**config.mk**
```make
export PLATFORM = sky130hd
export DESIGN_NAME = bus_timer
export DESIGN_NICKNAME = d
export VERILOG_FILES = /design/src/rtl/bus_timer.sv
export SDC_FILE = /design/constraint.sdc
export NUM_CORES = 1
export LEC_CHECK = 0
export ABC_AREA = 0
export CORE_MARGIN = 2
export CORE_UTILIZATION = 53
export DETAILED_ROUTE_END_ITERATION = 12
export PLACE_DENSITY_LB_ADDON = 0.3
export SYNTH_ARGS = -nofsm -noshare
export SYNTH_HDL_FRONTEND = slang
export SYNTH_SLANG_ARGS = --single-unit
```
**constraint.sdc**
```tcl
create_clock -name clk -period 3.7 [get_ports clk]
set_input_delay 1.11 -clock clk [delete_from_list [all_inputs] [get_ports clk]]
set_output_delay 1.11 -clock clk [all_outputs]
set_load 0.005 [all_outputs]
```
**src/rtl/bus_timer.sv**
```systemverilog
// Memory-mapped 32-bit timer: prescaled up-counter with compare match,
// one-shot or auto-reload mode, and a sticky match flag driving irq.
module bus_timer #(
  parameter logic [31:0] BASE_ADDRESS = 32'hF000_0000
) (
  input  logic        clk,
  input  logic        reset,
  input  logic [31:0] busAddress,
  input  logic [31:0] busDataIn,
  output logic [31:0] busDataOut,
  input  logic        busWriteEnable,
  output logic        irq
);

  // Bus protocol: every cycle with the window selected is a complete
  // transaction (no wait states). A write commits on that edge; a read
  // returns the pre-edge register value on busDataOut one cycle later.
  // busDataOut is 0 whenever the previous cycle was not a read of this
  // window, so responders can be OR-combined.

  localparam logic [1:0] IDX_CTRL    = 2'd0;
  localparam logic [1:0] IDX_COUNT   = 2'd1;
  localparam logic [1:0] IDX_COMPARE = 2'd2;
  localparam logic [1:0] IDX_STATUS  = 2'd3;

  logic        sel;
  logic [1:0]  regIndex;
  logic        wrCtrl;
  logic        wrCount;
  logic        wrCompare;
  logic        wrStatus;

  logic        ctrlEnable;
  logic        ctrlAutoReload;
  logic [7:0]  ctrlPrescale;
  logic [7:0]  preCount;
  logic [31:0] count;
  logic [31:0] compare;
  logic        statusMatch;

  logic        tick;
  logic        isMatch;
  logic        matchEvent;
  logic [31:0] readMux;

  logic        unusedBits;
  assign unusedBits = &{1'b0, busAddress[1:0]};

  assign sel      = (busAddress[31:4] == BASE_ADDRESS[31:4]);
  assign regIndex = busAddress[3:2];

  assign wrCtrl    = sel && busWriteEnable && (regIndex == IDX_CTRL);
  assign wrCount   = sel && busWriteEnable && (regIndex == IDX_COUNT);
  assign wrCompare = sel && busWriteEnable && (regIndex == IDX_COMPARE);
  assign wrStatus  = sel && busWriteEnable && (regIndex == IDX_STATUS);

  assign tick       = ctrlEnable && (preCount == ctrlPrescale);
  assign isMatch    = (count == compare);
  assign matchEvent = tick && isMatch;

  always_comb begin
    readMux = 32'd0;
    case (regIndex)
      IDX_CTRL:    readMux = {16'd0, ctrlPrescale, 6'd0, ctrlAutoReload, ctrlEnable};
      IDX_COUNT:   readMux = count;
      IDX_COMPARE: readMux = compare;
      IDX_STATUS:  readMux = {31'd0, statusMatch};
      default:     readMux = 32'd0;
    endcase
  end

  always_ff @(posedge clk) begin
    if (reset) begin
      ctrlEnable     <= 1'b0;
      ctrlAutoReload <= 1'b0;
      ctrlPrescale   <= 8'd0;
      preCount       <= 8'd0;
      count          <= 32'd0;
      compare        <= 32'hFFFF_FFFF;
      statusMatch    <= 1'b0;
      busDataOut     <= 32'd0;
    end else begin
      busDataOut <= (sel && !busWriteEnable) ? readMux : 32'd0;

      // Prescale counter restarts on any CTRL write so a new rate takes
      // effect with a full first period.
      if (wrCtrl || !ctrlEnable || tick) begin
        preCount <= 8'd0;
      end else begin
        preCount <= preCount + 8'd1;
      end

      if (wrCtrl) begin
        ctrlEnable     <= busDataIn[0];
        ctrlAutoReload <= busDataIn[1];
        ctrlPrescale   <= busDataIn[15:8];
      end else if (matchEvent && !ctrlAutoReload) begin
        ctrlEnable <= 1'b0;
      end

      // CPU write to COUNT overrides whatever the tick would have done.
      if (wrCount) begin
        count <= busDataIn;
      end else if (tick) begin
        if (!isMatch) begin
          count <= count + 32'd1;
        end else if (ctrlAutoReload) begin
          count <= 32'd0;
        end
      end

      if (wrCompare) begin
        compare <= busDataIn;
      end

      // A new match beats a simultaneous write-1-to-clear.
      if (matchEvent) begin
        statusMatch <= 1'b1;
      end else if (wrStatus && busDataIn[0]) begin
        statusMatch <= 1'b0;
      end
    end
  end

  assign irq = statusMatch;

endmodule
```
---- Word level (Yosys, flattened, before mapping) ----
Cells that the tools add are included.
operators by class
  shifts and indexed selects .............. 0
  multiply operators ...................... 0
  reductions and logical operators ........ 22
  add/subtract/negate cells ............... 2
  $lt $le $gt $ge ......................... 0
  equality and inequality tests ........... 7
  multiplexer cells ....................... 9
  divide/modulo/power cells ............... 0
  bitwise logic cells ..................... 1
operator list
  cell                     number
  $mux W32                 4
  $pmux W32 S4             1
  $add A32 B1 Y32 const B  1
  $eq A32 B32 Y1           1
  $eq A28 B28 Y1 const B   1
  $logic_and A1 B1 Y1      10
  $add A8 B1 Y8 const B    1
  $eq A8 B8 Y1             1
  $reduce_bool A2 Y1       3
  $eq A2 B2 Y1 const B     2
  $mux W1                  4
  $reduce_or A2 Y1         2
  $logic_not A1 Y1         3
  $ne A3 B3 Y1 const B     1
  $eq A2 B1 Y1 const B     1
  $logic_not A2 Y1         1
  $logic_or A1 B1 Y1       2
  $reduce_and A2 Y1        1
  $not A1 Y1               1
storage, ports and cells
  ROM bits ................................ 0
  output and inout port bits .............. 33
  input port bits ......................... 67
  bits in registers ....................... 115
  latch bits .............................. 0
  RAM bits ................................ 0
  memories ................................ 0
  word-level logic and storage cells ...... 49

---- Longest topological paths before layout ----
  word-level depth ........................ 6
  gate-level depth with buffers ........... 10
  gate-level depth less buffers ........... 8

---- Worst setup path before layout ----
No wires, ideal clock.
  kind .................................... input to register
  from .................................... input busAddress[6]
  to ...................................... register compare[10]
  path buffers ............................ 3
  path slack .............................. 0.663 ns
  library setup time ...................... 0.129 ns
  required time ........................... 3.571 ns
  cell stages on the path ................. 9
  data arrival time ....................... 2.908 ns
  cells stage by stage .................... nor4_2 nand4_2 or4_4 buf_6 nor2b_1 buf_2 buf_6 mux2i_1 nand2_1
on the way
  cells in the longest elaborated chain, start to end .. 3
ends and longest elaborated chain
  item                               RTL line  source
  start, declared                    8         input logic [31:0] busAddress,
  $eq A28 B28 Y1                     49        assign sel = (busAddress[31:4] == BASE_ADDRESS[31:4]);
  $logic_and A1 B1 Y1 (2 in series)  54        assign wrCompare = sel && busWriteEnable && (regIndex == IDX_COMPARE);
  end signal, assigned               113       compare <= busDataIn;
  end, declared                      38        logic [31:0] compare;
No other way between the ends.
A chain may end at the register's enable or synchronous reset.

---- Final worst setup path ----
  from .................................... input busAddress[14]
  to ...................................... register count[14]
on the way
  cells in the longest elaborated chain, start to end .. 5
  elaborated cells between the ends (all ways) .. 7
  classes of those cells .................. eq/ne (2); mux (1); reduce/logical (4)
ends and longest elaborated chain
  item                                                                 RTL line  source
  $eq A28 B28 Y1 (*)                                                   49
  $logic_and A1 B1 Y1 (*) (2 in series)                                53        assign wrCount = sel && busWriteEnable && (regIndex == IDX_COUNT);
  $ne A3 B3 Y1 (no line) / $reduce_bool A2 Y1 (equally long branches)  n/a
  $reduce_and A2 Y1 (no line)                                          n/a
  end signal, assigned                                                 103       count <= busDataIn;
  end signal, assigned                                                 106       count <= count + 32'd1;
  end, declared                                                        37        logic [31:0] count;
Every way passes the cells marked *; elsewhere a longest branch is shown, timed or not.

==> impl_results.md <==
* Status: finished clean
* Fmax at 309 MHz
* Worst-path fanout max at 13
* Worst R2R Path Depth at 8
* Mapped Avg Cell Area at around 8.6 sq um
* Routed len/inst at roughly 19 um
* R2r endpoint: count[7]
* Iteration-0 DRC Markers at approximately 510
* DP Wirelength at 11.5 mm
* CTS resizes at 0
* Unrepaired setup endpoints after global routing: false
* Synth Cell Area at 5730 sq um
* Setup WS post-layout at 467 ps
* First-pass GRT wire length at 27.4 mm
* Top FF cell, synth: dfxtp_1
* Die footprint at 11700 sq um
* Worst EP arrival at 3680 ps
* Req. time, crit path at 4140 ps
* Design area at 7300 sq um
* Worst min path class: flip-flop to flip-flop
* Max IR drop VDD at 0.000337 V
* Synth Warn # at 0
* Final count of negative-setup-slack endpoints at 0
* Initial Util at 55.0%
* Antenna Nets Post-Route at 0
* Slew @ Worst Pin at roughly 1200 ps
* CTS root buffer: clkbuf_8
* Leak at about 2.5 nW
* Layout cells sized above 1 at 9.34%
* Register bit total from synthesis at between 100 and 150
* Vias per cell at 6.14
* Critical Path Sink Type: flip-flop
* Synth area leaders: dfxtp_1 (40%), mux2i_1 (8.7%), xnor2_1 (7.3%), nor2_1 (5.0%), nand2_1 (4.3%)
* TritonRoute pass-1 iters at 5
* Sink Count at 115
* Routability cong. at 0.961
* Initial antenna violation count at 0
* Max-slew violation count at 0
* Num ports at 100
* Cell variety after synth at 57
* Max_cap viols at 0
* WL final at between 15 and 20 mm
* Fin crit period at 3230 ps
* Reg-to-reg critical path startpoint: count[11]
* DRC Markers at 0
* Placed Area at 6790 sq um
* H-tree Lvls at 4
* Cts bufs inserted at 17
* Worst path max stage delay at 490 ps
* Synthesized Nets at between 700 and 800
* CP Launch Type: input port
* Die X at 108 um
* Largest net degree at the start of global routing at 32
* Vias in the first global route at 5435
* Via total after detailed routing at 5505
* Critical Path Start: busAddress[14]
* Asr flop ratio synth at 0%
* CTS Hold Bufs at 0
* Critical-path top delay cell: nor4_4
* Core area at between 10000 and 15000 sq um
* Multi-input logic area at roughly 3100 sq um
* Die height at 108 um
* Dpl ws at -24.9 ps
* Port buffer count at 97
* Clk_lat worst skew at approximately 520 ps
* CTS clk-pin slew, worst paths at 60 ps
* Overflow after GRT at 0
* Area added between synthesis and finish at 27.6%
* Total track usage at 30.4%
* Skew final at roughly 6.3 ps
* Critical Path, Cell by Cell: clkdlybuf4s50_1 -> nor4_2 -> nand4_2 -> nor4_4 -> nand2b_1 -> a21boi_2 -> nand2_1 -> o21ai_0
* Leading area contributor after synthesis: dfxtp_1
* Flop2flop setup slack at 670 ps
* Final #Nets at ~820
* Sequential Area at 2300 sq um
* Post-Syn Instances at 664
* CP endpoint: count[14]
* Yosys top cell area share at 40.2%
* Setup Crit Path Kind: input port to flip-flop
* Clock buffer depth at 2
* Max-Slew Margin vs Limit at 18.0%
* Antenna fix cells at 0
* Post-CTS Setup Repair Bufs at 0
* Post-synth EDFFs at 0
* Cell Pwr Density at 384 nW/um^2
* Count of filler cells inserted in the layout at 822
* Post-synthesis sequential area ratio at ~40%
* Final Util at 70.1%
* Core Rows at 37
* Period utilization at 87.4%
* TritonCTS clock tree: yes
* Final Hold Viols at 0
==> registers in the layout, summed over array words and instances (netlist names) <==
register / cells
busDataOut: 32
ctrlAutoReload: 1
preCount: 8
ctrlEnable: 1
ctrlPrescale: 8
count: 32
compare: 32
irq: 1
==> layout by cell type (no fill, tap or decap), types with 3 or more instances in the layout <==
cell and count:
o21ai_0 18, and3_1 4, nor4_1 18, mux2i_1 50, o211ai_1 18, clkbuf_8 3
dfxtp_1 115, nand2b_1 3, clkinv_2 10, nor2_1 77, clkdlybuf4s50_1 97, or2_2 3
xnor2_1 48, a211oi_1 5, nor4_2 3, xor2_1 6, nand4_1 19, or3_1 4
inv_1 7, nor3_1 13, nand2_1 65, and2_1 6, a22oi_1 25, nand3_1 26
a221oi_1 4, buf_4 19, o31ai_1 3, clkbuf_16 16, a21oi_1 35
==> area by class of cell <==
class / instances / area share, %
Timing Repair Buffer: 118 / 15.8
Inverter: 8 / 0.411
Clock buffer: 20 / 6.10
Clock inverter: 12 / 0.891
Sequential cell: 115 / 31.5
Tap cell: 136 / 2.33
Multi-Input combinational cell: 487 / 43.0
==> critical path: cells and delay by family <==
kind / cells / cell delay (ps)
buf+inv: 1 / 420
simple gates: 5 / 1600
compound gates: 2 / 540
==> Yosys cell counts (all sizes together), types with 2 or more instances <==
library cell,count
xnor2,48
nand3,26
xor2,6
a211oi,5
a21oi,35
or2,3
or4,3
o21ai,19
nand4,21
a311oi,2
clkbuf,29
ha,2
inv,8
a31oi,2
o31ai,3
nor2,78
nor2b,4
o211ai,18
and2,6
a22oi,25
buf,25
and3,4
nor4b,2
a221oi,4
mux2i,50
nand2,65
nand4b,2
or3,4
nor4,22
nor3,14
dfxtp,115
nand2b,3
==> how the worst min path moves through the flow <==
stage           startpoint           to  slack, ps  depth (start not counted)
4_1_cts                irq          irq        500                          2
3_5_place_dp           irq          irq        490                          2
3_3_place_gp   preCount[0]  preCount[0]        480                          1
5_1_grt                irq          irq        530                          2
2_1_floorplan  preCount[0]  preCount[0]        460                          1
6_report               irq          irq        510                          2
==> through the flow <==
| stage | cells | hold WS, ps | power (mW) | TNS [ps] |
|---|---|---|---|---|
| after floorplan | 664 | 460 | 1.31 | 0 |
| after global placement | 864 | 485 | 1.41 | 0 |
| after detailed placement | 864 | 491 | 1.41 | -102 |
| after CTS | 896 | 503 | 2.80 | 0 |
| after global routing | 896 | 532 | 2.88 | 0 |
| final | 896 | 508 | 2.80 | 0 |
==> cells by family (layout without fill, tap and decap cells) <==
kind of cell | after synthesis | count (layout) | synth area share [%]
and+or+nand+nor | 259 | 259 | 23.0
AOI/OAI and AO/OA | 121 | 121 | 13.8
DFF | 115 | 115 | 40.2
buffers and inverters | 62 | 158 | 5.18
xor gates and xnor gates | 54 | 54 | 8.26
muxes | 51 | 51 | 9.13
adders and majority gates | 2 | 2 | 0.437
==> per-layer routing <==
layer / vias to the layer above / share of wire (%) / global-route usage [%]
met5: - / 0 / 0
met3: 56 / 8.1 / 8.14
li1: 2534 / - / -
met2: 303 / 49 / 51.7
met4: 0 / 3.6 / 15.1
met1: 2612 / 39 / 35.2
==> report_power, final <==
| part | internal [mW] | leakage, nW | switching (mW) |
|---|---|---|---|
| sequential | 1.24 | 0.927 | 0.000000000744 |
| combinational | 0.0818 | 1.31 | 0.0700 |
| clock | 0.842 | 0.259 | 0.570 |
No activity file was read; power rests on OpenSTA's default activity.
